[config.mk]
export PLATFORM = sky130hd
export DESIGN_NAME = wb_stream_reader
export DESIGN_NICKNAME = d
export VERILOG_FILES = /design/src/rtl/wb_stream_reader_pkg.sv /design/src/rtl/wb_stream_reader_fifo.sv /design/src/rtl/wb_stream_reader.sv
export SDC_FILE = /design/constraint.sdc
export NUM_CORES = 2
export LEC_CHECK = 0
export BUFFER_PORTS_ARGS = -buffer_cell sky130_fd_sc_hd__buf_2
export CORE_MARGIN = 5
export CORE_UTILIZATION = 55
export DETAILED_ROUTE_END_ITERATION = 10
export PLACE_DENSITY = 0.81
export SLEW_MARGIN = 20
export SYNTH_ARGS = -nofsm -noshare
export SYNTH_HDL_FRONTEND = slang
export SYNTH_SLANG_ARGS = --single-unit
[constraint.sdc]
create_clock -name clk -period 5.09 [get_ports clk]
set_input_delay 0.7635 -clock clk [delete_from_list [all_inputs] [get_ports clk]]
set_output_delay 0.7635 -clock clk [all_outputs]
set_load 0.02 [all_outputs]
[src/rtl/wb_stream_reader_pkg.sv]
// Shared constants for the stream-to-memory DMA: register word offsets,
// Wishbone cycle-type codes and master FSM state encoding.
package wb_stream_reader_pkg;

  // Register select values, taken from slave address bits [4:2]
  localparam logic [2:0] REG_CSR        = 3'd0;
  localparam logic [2:0] REG_START_ADDR = 3'd1;
  localparam logic [2:0] REG_BUF_SIZE   = 3'd2;
  localparam logic [2:0] REG_BURST_SIZE = 3'd3;
  localparam logic [2:0] REG_TX_CNT     = 3'd4;

  // Wishbone cycle type identifiers
  localparam logic [2:0] CTI_INC = 3'b010;
  localparam logic [2:0] CTI_EOB = 3'b111;

  // Master FSM states
  localparam logic [1:0] ST_IDLE  = 2'd0;
  localparam logic [1:0] ST_WAIT  = 2'd1;
  localparam logic [1:0] ST_BURST = 2'd2;
  localparam logic [1:0] ST_DONE  = 2'd3;

endpackage

[src/rtl/wb_stream_reader_fifo.sv]
// First-word-fall-through FIFO: rd_data always shows the head word, and
// count reports occupancy so the master can wait for a whole burst.
module stream_fifo #(
  parameter int DW = 32,
  parameter int AW = 5
) (
  input  logic          clk,
  input  logic          rst_n,
  input  logic          wr_en,
  input  logic [DW-1:0] wr_data,
  output logic          full,
  input  logic          rd_en,
  output logic [DW-1:0] rd_data,
  output logic          empty,
  output logic [AW:0]   count
);

  localparam logic [AW:0] DEPTH = {1'b1, {AW{1'b0}}};

  logic [DW-1:0] mem [2**AW];
  logic [AW:0]   wr_ptr;
  logic [AW:0]   rd_ptr;
  logic          push;
  logic          pop;

  // Pointers carry one extra wrap bit so full and empty are distinguishable
  assign count   = wr_ptr - rd_ptr;
  assign full    = (count == DEPTH);
  assign empty   = (count == '0);
  assign push    = wr_en & ~full;
  assign pop     = rd_en & ~empty;
  assign rd_data = mem[rd_ptr[AW-1:0]];

  // Storage array needs no reset; only words behind the pointers are visible
  always_ff @(posedge clk) begin
    if (push) mem[wr_ptr[AW-1:0]] <= wr_data;
  end

  // Pointer update; a simultaneous push and pop leaves the count unchanged
  always_ff @(posedge clk or negedge rst_n) begin
    if (!rst_n) begin
      wr_ptr <= '0;
      rd_ptr <= '0;
    end else begin
      if (push) wr_ptr <= wr_ptr + 1'b1;
      if (pop)  rd_ptr <= rd_ptr + 1'b1;
    end
  end

endmodule

[src/rtl/wb_stream_reader.sv]
// Stream-to-memory DMA. Buffers an incoming valid/ready word stream and
// writes it to memory as Wishbone incrementing bursts; a Wishbone slave
// port holds the configuration and status registers.
module wb_stream_reader
  import wb_stream_reader_pkg::*;
#(
  parameter int FIFO_AW       = 5,
  parameter int MAX_BURST_LEN = 32,
  parameter int WB_AW         = 32,
  parameter int WB_DW         = 32
) (
  input  logic                 clk,
  input  logic                 rst_n,
  input  logic [WB_DW-1:0]     stream_s_data_i,
  input  logic                 stream_s_valid_i,
  output logic                 stream_s_ready_o,
  output logic [WB_AW-1:0]     wbm_adr_o,
  output logic [WB_DW-1:0]     wbm_dat_o,
  output logic [WB_DW/8-1:0]   wbm_sel_o,
  output logic                 wbm_we_o,
  output logic                 wbm_cyc_o,
  output logic                 wbm_stb_o,
  output logic [2:0]           wbm_cti_o,
  output logic [1:0]           wbm_bte_o,
  input  logic [WB_DW-1:0]     wbm_dat_i,
  input  logic                 wbm_ack_i,
  input  logic                 wbm_err_i,
  input  logic                 wbm_rty_i,
  input  logic [WB_AW-1:0]     wbs_adr_i,
  input  logic [WB_DW-1:0]     wbs_dat_i,
  input  logic [WB_DW/8-1:0]   wbs_sel_i,
  input  logic                 wbs_we_i,
  input  logic                 wbs_cyc_i,
  input  logic                 wbs_stb_i,
  input  logic [2:0]           wbs_cti_i,
  input  logic [1:0]           wbs_bte_i,
  output logic [WB_DW-1:0]     wbs_dat_o,
  output logic                 wbs_ack_o,
  output logic                 wbs_err_o,
  output logic                 wbs_rty_o,
  output logic                 irq_o
);

  localparam int WSB = WB_DW / 8;
  localparam int ALW = $clog2(WSB);
  localparam int BCW = $clog2(MAX_BURST_LEN + 1);
  localparam logic [WB_DW-1:0] ONE_W   = WB_DW'(1);
  localparam logic [WB_DW-1:0] MAX_W   = WB_DW'(MAX_BURST_LEN);
  localparam logic [WB_DW-1:0] DEPTH_W = WB_DW'(2**FIFO_AW);

  logic               ready_en;
  logic               fifo_full;
  logic               fifo_empty;
  logic [FIFO_AW:0]   fifo_count;
  logic [WB_DW-1:0]   fifo_count_w;
  logic [WB_DW-1:0]   fifo_head;
  logic               fifo_pop;

  logic [1:0]         state;
  logic [WB_AW-1:0]   addr;
  logic [WB_DW-1:0]   remaining;
  logic [BCW-1:0]     beats_left;
  logic [WB_DW-1:0]   len_w;

  logic               csr_busy;
  logic               csr_irq;
  logic               csr_err;
  logic [WB_AW-1:0]   start_addr;
  logic [WB_DW-1:0]   buf_size;
  logic [WB_DW-1:0]   burst_size;
  logic [WB_DW-1:0]   tx_cnt;
  logic [WB_DW-1:0]   reg_rdata;

  logic [2:0]         reg_sel;
  logic               wbs_access;
  logic               wr_access;
  logic               start_req;
  logic               start_go;
  logic               start_empty;
  logic               irq_clr;
  logic               bus_err;
  logic               xfer_done;
  logic               unused_inputs;

  assign reg_sel     = wbs_adr_i[4:2];
  assign wbs_access  = wbs_cyc_i & wbs_stb_i & ~wbs_ack_o;
  assign wr_access   = wbs_access & wbs_we_i;
  assign start_req   = wr_access && (reg_sel == REG_CSR) && wbs_dat_i[0] && !csr_busy;
  assign start_go    = start_req && (buf_size != '0);
  assign start_empty = start_req && (buf_size == '0);
  assign irq_clr     = wr_access && (reg_sel == REG_CSR) && wbs_dat_i[1];
  assign bus_err     = (state == ST_BURST) && wbm_err_i;
  assign xfer_done   = (state == ST_DONE);
  assign fifo_pop    = (state == ST_BURST) && wbm_ack_i && !wbm_err_i;
  assign fifo_count_w = WB_DW'(fifo_count);

  assign stream_s_ready_o = ready_en & ~fifo_full;

  assign wbm_cyc_o = (state == ST_BURST);
  assign wbm_stb_o = wbm_cyc_o;
  assign wbm_we_o  = wbm_cyc_o;
  assign wbm_sel_o = '1;
  assign wbm_bte_o = 2'b00;
  assign wbm_adr_o = addr;
  assign wbm_dat_o = wbm_cyc_o ? fifo_head : '0;
  assign wbm_cti_o = !wbm_cyc_o ? 3'b000 :
                     (beats_left == BCW'(1)) ? CTI_EOB : CTI_INC;

  assign wbs_err_o = 1'b0;
  assign wbs_rty_o = 1'b0;
  assign irq_o     = csr_irq;

  assign unused_inputs = ^{wbm_dat_i, wbm_rty_i, wbs_sel_i, wbs_cti_i, wbs_bte_i,
                           wbs_adr_i[WB_AW-1:5], wbs_adr_i[1:0], fifo_empty};

  stream_fifo #(.DW(WB_DW), .AW(FIFO_AW)) u_fifo (
    .clk     (clk),
    .rst_n   (rst_n),
    .wr_en   (stream_s_valid_i & ready_en),
    .wr_data (stream_s_data_i),
    .full    (fifo_full),
    .rd_en   (fifo_pop),
    .rd_data (fifo_head),
    .empty   (fifo_empty),
    .count   (fifo_count)
  );

  // Stream ready stays low in reset and opens on the first clock after release
  always_ff @(posedge clk or negedge rst_n) begin
    if (!rst_n) ready_en <= 1'b0;
    else        ready_en <= 1'b1;
  end

  // Burst length: programmed size (0 means 1), capped by the burst counter,
  // by the words still owed and by FIFO depth so a full FIFO cannot deadlock
  always_comb begin
    len_w = burst_size;
    if (len_w == '0)      len_w = ONE_W;
    if (len_w > MAX_W)    len_w = MAX_W;
    if (len_w > remaining) len_w = remaining;
    if (len_w > DEPTH_W)  len_w = DEPTH_W;
  end

  // Master FSM: wait for a full burst in the FIFO, then stream it out
  always_ff @(posedge clk or negedge rst_n) begin
    if (!rst_n) begin
      state      <= ST_IDLE;
      addr       <= '0;
      remaining  <= '0;
      beats_left <= '0;
      tx_cnt     <= '0;
    end else begin
      case (state)
        ST_IDLE: begin
          if (start_go) begin
            addr      <= start_addr;
            remaining <= buf_size >> ALW;
            tx_cnt    <= '0;
            state     <= ST_WAIT;
          end
        end
        ST_WAIT: begin
          if (fifo_count_w >= len_w) begin
            beats_left <= len_w[BCW-1:0];
            state      <= ST_BURST;
          end
        end
        ST_BURST: begin
          if (wbm_err_i) begin
            state <= ST_IDLE;
          end else if (wbm_ack_i) begin
            addr       <= addr + WB_AW'(WSB);
            remaining  <= remaining - ONE_W;
            tx_cnt     <= tx_cnt + ONE_W;
            beats_left <= beats_left - BCW'(1);
            if (beats_left == BCW'(1))
              state <= (remaining == ONE_W) ? ST_DONE : ST_WAIT;
          end
        end
        default: state <= ST_IDLE;
      endcase
    end
  end

  // Status and configuration registers; interrupt set wins over a clear
  always_ff @(posedge clk or negedge rst_n) begin
    if (!rst_n) begin
      csr_busy   <= 1'b0;
      csr_irq    <= 1'b0;
      csr_err    <= 1'b0;
      start_addr <= '0;
      buf_size   <= '0;
      burst_size <= '0;
    end else begin
      if (start_go) csr_busy <= 1'b1;
      if (xfer_done || bus_err) csr_busy <= 1'b0;
      if (irq_clr) begin
        csr_irq <= 1'b0;
        csr_err <= 1'b0;
      end
      if (start_empty || xfer_done || bus_err) csr_irq <= 1'b1;
      if (bus_err) csr_err <= 1'b1;
      if (wr_access && !csr_busy) begin
        case (reg_sel)
          REG_START_ADDR: start_addr <= {wbs_dat_i[WB_AW-1:ALW], {ALW{1'b0}}};
          REG_BUF_SIZE:   buf_size   <= wbs_dat_i;
          REG_BURST_SIZE: burst_size <= wbs_dat_i;
          default: ;
        endcase
      end
    end
  end

  // Register read multiplexer; unmapped offsets read as zero
  always_comb begin
    reg_rdata = '0;
    case (reg_sel)
      REG_CSR:        reg_rdata = {{(WB_DW-3){1'b0}}, csr_err, csr_irq, csr_busy};
      REG_START_ADDR: reg_rdata = WB_DW'(start_addr);
      REG_BUF_SIZE:   reg_rdata = buf_size;
      REG_BURST_SIZE: reg_rdata = burst_size;
      REG_TX_CNT:     reg_rdata = tx_cnt;
      default:        reg_rdata = '0;
    endcase
  end

  // Slave handshake: one-cycle ack, dropped for a cycle between accesses
  always_ff @(posedge clk or negedge rst_n) begin
    if (!rst_n) begin
      wbs_ack_o <= 1'b0;
      wbs_dat_o <= '0;
    end else begin
      wbs_ack_o <= wbs_access;
      if (wbs_access) wbs_dat_o <= reg_rdata;
    end
  end

endmodule

Word-level counts from Yosys, hierarchy flattened
Memories as Yosys holds them, arrays and structs flattened.
Cells that the tools add are included.
{"block": "word_totals", "mem_count": 1, "output_inout_bits": 113, "word_cells": 124, "inputBits": 146, "ramBits": 1024, "regBits": 247}
{"name": "u_fifo.mem", "depth": 32, "word_bits": 32, "read_ports": 1, "rd_clocked_by_memory_dff": 0, "wr": 1, "line_no": "wb_stream_reader_fifo.sv:20", "text": "logic [DW-1:0] mem [2**AW];"}
{"block": "classes", "n_eq_ne": 16, "n_addsub": 7, "n_reduce_logical": 32, "n_lt_le_gt_ge": 4, "bitwise_logic": 10, "mux": 38}
{"operator": "32-bit 2-to-1 mux", "n": 14}
{"operator": "32-bit case mux with 2 select lines", "n": 3}
{"operator": "32-bit case mux with 5 select lines", "n": 1}
{"operator": "32-bit by 6-bit > comparator with 1-bit output (second input constant)", "n": 2}
{"operator": "32-bit zero test", "n": 2}
{"operator": "32-bit by 1-bit adder with 32-bit output (second input constant)", "n": 1}
{"operator": "32-bit by 3-bit adder with 32-bit output (second input constant)", "n": 1}
{"operator": "32-bit by 1-bit == test with 1-bit output (second input constant)", "n": 1}
{"operator": "6-bit by 32-bit >= comparator with 1-bit output", "n": 1}
{"operator": "32-bit > comparator", "n": 1}
{"operator": "32-bit nonzero test", "n": 1}
{"operator": "32-bit by 1-bit subtractor with 32-bit output (second input constant)", "n": 1}
{"operator": "6-bit 2-to-1 mux", "n": 3}
{"operator": "6-bit by 1-bit adder with 6-bit output (second input constant)", "n": 2}
{"operator": "2-bit 2-to-1 mux", "n": 6}
{"operator": "6-bit case mux with 2 select lines", "n": 1}
{"operator": "4-bit AND reduction", "n": 3}
{"operator": "1-bit logical AND", "n": 10}
{"operator": "2-bit nonzero test", "n": 5}
{"operator": "1-bit AND", "n": 7}
{"operator": "1-bit 2-to-1 mux", "n": 7}
{"operator": "3-bit by 2-bit == test with 1-bit output (second input constant)", "n": 2}
{"operator": "6-bit by 1-bit == test with 1-bit output (second input constant)", "n": 1}
{"operator": "6-bit == test (second input constant)", "n": 1}
{"operator": "other kinds (18)", "n": 30}

Logic depth before layout (Yosys ltp)
{"block": "depth", "depth_word": 11, "ltp_mapped": 21, "mapped_depth_nobuf": 20}

Hierarchy
From an unflattened synthesis, not the netlist that was laid out.
{"block": "hier_totals", "hier_cells": 3019, "hier_area_um2": 52873.2}
{"module": "stream_fifo", "area_each_um2": 39899.5, "instances": 1, "cells_each": 1657, "seq_area_each_um2": 31049.8}
{"module": "wb_stream_reader", "area_each_um2": 12973.7, "instances": 1, "cells_each": 1362, "seq_area_each_um2": 5830.6}

Worst setup path before layout
No wires, ideal clock.
{"block": "synth_path", "path_type": "register -> register", "start": "register u_fifo.rd_ptr[1]", "end": "memory u_fifo.mem[30][0] (enable)", "setup_slack_ps": 132, "setup_ps": 421, "stages_incl_launch_ff": 14, "synth_period_minus_slack_ps": 4958, "required_time_ps": 4669, "t_arrival_ps": 4537, "n_path_buf": 4, "path_cell_list": "dfrtp_1 clkbuf_1 clkbuf_1 clkbuf_1 inv_1 ha_1 nor2b_1 o21a_1 o2111a_1 a211oi_1 o211a_1 clkbuf_1 nand2_1 nor2_1"}
{"block": "synth_via", "elab_chain_len": 6}
{"element": "start: declaration", "line_no": "wb_stream_reader_fifo.sv:22", "text": "logic [AW:0] rd_ptr;"}
{"element": "start signal: assignment", "line_no": "wb_stream_reader_fifo.sv:46", "text": "if (pop) rd_ptr <= rd_ptr + 1'b1;"}
{"element": "6-bit subtractor", "line_no": "wb_stream_reader_fifo.sv:27", "text": "assign count = wr_ptr - rd_ptr;"}
{"element": "6-bit == test", "line_no": "wb_stream_reader_fifo.sv:28", "text": "assign full = (count == DEPTH);"}
{"element": "1-bit inverter", "line_no": "wb_stream_reader_fifo.sv:30", "text": "assign push = wr_en & ~full;"}
{"element": "1-bit AND", "line_no": "wb_stream_reader_fifo.sv:30"}
{"element": "1-bit 2-to-1 mux", "line_no": "wb_stream_reader_fifo.sv:36", "text": "if (push) mem[wr_ptr[AW-1:0]] <= wr_data;"}
{"element": "1-bit 2-to-1 mux (implied by the code)", "line_no": "wb_stream_reader_fifo.sv:36"}
{"element": "end: declaration", "line_no": "wb_stream_reader_fifo.sv:20"}
No other way between the ends.

Worst setup path in the final report
{"block": "layout_path", "start": "register u_fifo.rd_ptr[1]", "end": "output port wbm_dat_o[1]"}
{"block": "layout_via", "elab_chain_len": 2}
{"element": "memory 32 x 32 bit"}
{"element": "32-bit 2-to-1 mux", "line_no": "wb_stream_reader.sv:105", "text": "assign wbm_dat_o = wbm_cyc_o ? fifo_head : '0;"}
{"element": "end: declaration", "line_no": "wb_stream_reader.sv:18", "text": "output logic [WB_DW-1:0] wbm_dat_o,"}
No other way between the ends.

==> run metrics <==
CTS Buf Count 118; Mapped Cells roughly 3000; worst min path class in2async; wire length per cell approximately 33 µm; EDFF count, synth 1024; mapped cell area 0.0525 mm²; core outline area 0.0949 mm²; Relative slew margins 23.1%; largest net degree at the start of global routing 158; Remaining DRCs 0; hpwl dp 80.0 mm; Seq pwr share a little over two fifths; Clock Latency Late Sink approximately 0.76 ns; number of DRC markers in iteration 0 roughly 4400; DR vias 31300; Distinct cells, synth 75; overall die height 319 µm; Seq/Total Area, Yosys around 70%; Worst Max-Slew Pin Slew 1.15 ns; area leader, netlist edfxtp_1; vias per cell approximately 6.8; final std cells w/o fill 4576; gr usage total slightly below 30%; Yosys top cell area share between 50 and 60%; crit share post-route 97.0%; cell with the most instances after synthesis edfxtp_1; first-pass GRT wire length 218 mm; antenna violation net count after detailed routing 0; Async S/R FF share, synth ~19%; Final Critical Period 4.94 ns; area of the multi-input gates 0.0152 mm²; CP Max Fanout between 150 and 200; fmax 0.202 GHz; total grt overflow 0; clock skew 0.0922 ns; placed cell count around 4400; io pins 259; sw frac 31.3%; Yosys warning count 0; final hold vios 23; internal power about 21000 µW; CTS Buffer Depth 3; final number of setup-violating endpoints 0; max-cap viol count 0; vias in the first global route 31000; initial antenna violation count 13; layout cells sized above 1 28.1%; DRT Wirelength 150 mm; Crit. End Element output pin; critical path data required time roughly 4.3 ns; die area between 0.1 and 0.15 mm²; ys flop type edfxtp_1; drt pass-1 iters 8; CTS tree done; Sw Pwr between 9000 and 10000 µW; Pleak 0.0205 µW; share of power burned in combinational logic 27.1%; failing checks hold timing; FILL cells 6164; CP Launch Type flip-flop; root buf cell clkbuf_16; nets 3409; Hold Worst Slack -0.0164 ns; most common library cells after synthesis 1024 x edfxtp_1, 320 x mux4_2, 245 x dfrtp_1, 194 x nand2_1, 135 x nor2_1; clk sinks ~1300; Syn Area/Cell 17.7 µm²; clock share of power a little over 30%; number of cell rows 113; flops & latches, synth 1269; Post-CTS Setup Inserts 0; Storage cell area 0.0369 mm²; setup TNS 0 ns; Area contributors post-synth edfxtp_1 59%, mux4_2 14%, dfrtp_1 12%; kind of critical path reg2out; PortBufs 177; Slew Limit Fails 0; hold-fix buffers at CTS 0; Reg clk slew, reported paths roughly 0.06 ns; Worst IR Drop VDD 0.000462 V; post-route core utilization 62.6%; Die Wd 319 µm; CP arrival about 4.2 ns; routability cong. 0.892; status finished with violations; power per cell area 511 mW/mm²; effective utilization at floorplan 55.4%; htree depth 3; RSZ-0062 raised after global routing false; Synth-to-Final Area Change 13.1%
[power by group through the flow]
stage / logic [µW] / registers, µW / clock network, µW
after global routing: 8770 / 13000 / 9720
after floorplan: 5670 / 12900 / 0
final: 8220 / 12900 / 9190
after detailed placement: 7900 / 13100 / 0
after CTS: 8170 / 12900 / 9240
after global placement: 7700 / 13000 / 0
[registers in the layout (all words and copies together), names as in the netlist]
signal,flops
csr_err,1
tx_cnt,32
u_fifo.rd_ptr,6
beats_left,6
state,2
u_fifo.mem,1024
wbm_adr_o,30
wbs_ack_o,1
remaining,32
ready_en,1
wbs_dat_o,32
csr_busy,1
start_addr,30
burst_size,32
buf_size,32
u_fifo.wr_ptr,6
irq_o,1
[stage by stage]
| step | instance area, µm² | hold slack [ns] | worst slack (ns) | total power, µW |
|---|---|---|---|---|
| after detailed placement | 55300 | 0.466 | 0.122 | 21000 |
| after CTS | 59300 | 0.178 | 0.0718 | 30300 |
| after global routing | 59400 | 0.000213 | 0.000184 | 31500 |
| after floorplan | 52700 | 0.460 | 0.132 | 18500 |
| after global placement | 55300 | 0.457 | 0.220 | 20700 |
| final | 59400 | -0.0164 | 0.150 | 30300 |
[worst max-delay path, stage by stage (launching register included)]
cell	delay, ns
dfrtp_4	0.42
buf_12	0.66
buf_4	0.78
mux4_2	0.37
mux4_2	0.26
nand2_1	0.06
a21oi_1	0.56
buf_2	0.29
[final cells by class]
| cell class | instances | share of cell area, % |
|---|---|---|
| multi-input combinational | 1506 | 25.5 |
| antenna | 10 | 0.0421 |
| clock inverter | 63 | 1.35 |
| timing repair buffer | 250 | 2.58 |
| tap | 1265 | 2.66 |
| inverter | 63 | 0.404 |
| clock buffer | 150 | 5.33 |
| sequential | 1269 | 62.1 |
[repair_timing]
action / in CTS / in global routing
gates cloned: 0 / 0
setup endpoints to repair: 1 / 10
resized for setup: 1 / 11
[metal layers]
metal	GRT usage, %	routed length, µm
met4	13.2	8580
met3	6.35	15900
met2	48.5	74300
met1	37.8	51500
met5	0	70
[worst paths after layout]
path / slack, ns / from / cells after the start / endpoint
setup / recovery: 0.15 / u_fifo.rd_ptr[1]$_DFFE_PN0P_ / 7 / wbm_dat_o[1]
hold / removal: -0.02 / rst_n / 1 / tx_cnt[30]$_DFFE_PN0P_
setup reg to reg: 0.29 / burst_size[22]$_DFFE_PN0P_ / 20 / beats_left[2]$_DFFE_PN0P_
hold reg to reg: 0.47 / wbs_dat_o[14]$_DFFE_PN0P_ / 2 / wbs_dat_o[14]$_DFFE_PN0P_
max in group asynchronous: 4.13 / rst_n / 2 / beats_left[1]$_DFFE_PN0P_
min in group clk: 0.27 / wbs_dat_i[4] / 2 / start_addr[4]$_DFFE_PN0P_
[cell usage in the layout, fill, tap and decap left out, drive strengths merged, types with 41 or more instances in the layout]
master  count
a21oi     133
buf       250
clkbuf    150
dfrtp     245
edfxtp   1024
ha         54
inv        66
mux2       96
mux4      320
nand2     194
nand3      50
nor2      135
nor3       41
o21ai     105
[cells by family (layout without fill, tap and decap cells)]
kind of cell	after synthesis	after routing	synth area share (%)
flip-flops	1269	1269	70.2
buffers and inverters	236	526	1.86
other	2	47	0.0143
adder cells (fa/ha/maj)	55	55	1.32
AO/OA/AOI/OAI	410	410	5.01
XOR/XNOR	34	34	0.567
AND/OR/NAND/NOR	549	549	5.15
multiplexers	421	421	15.9
No activity file was read; power rests on OpenSTA's default activity.
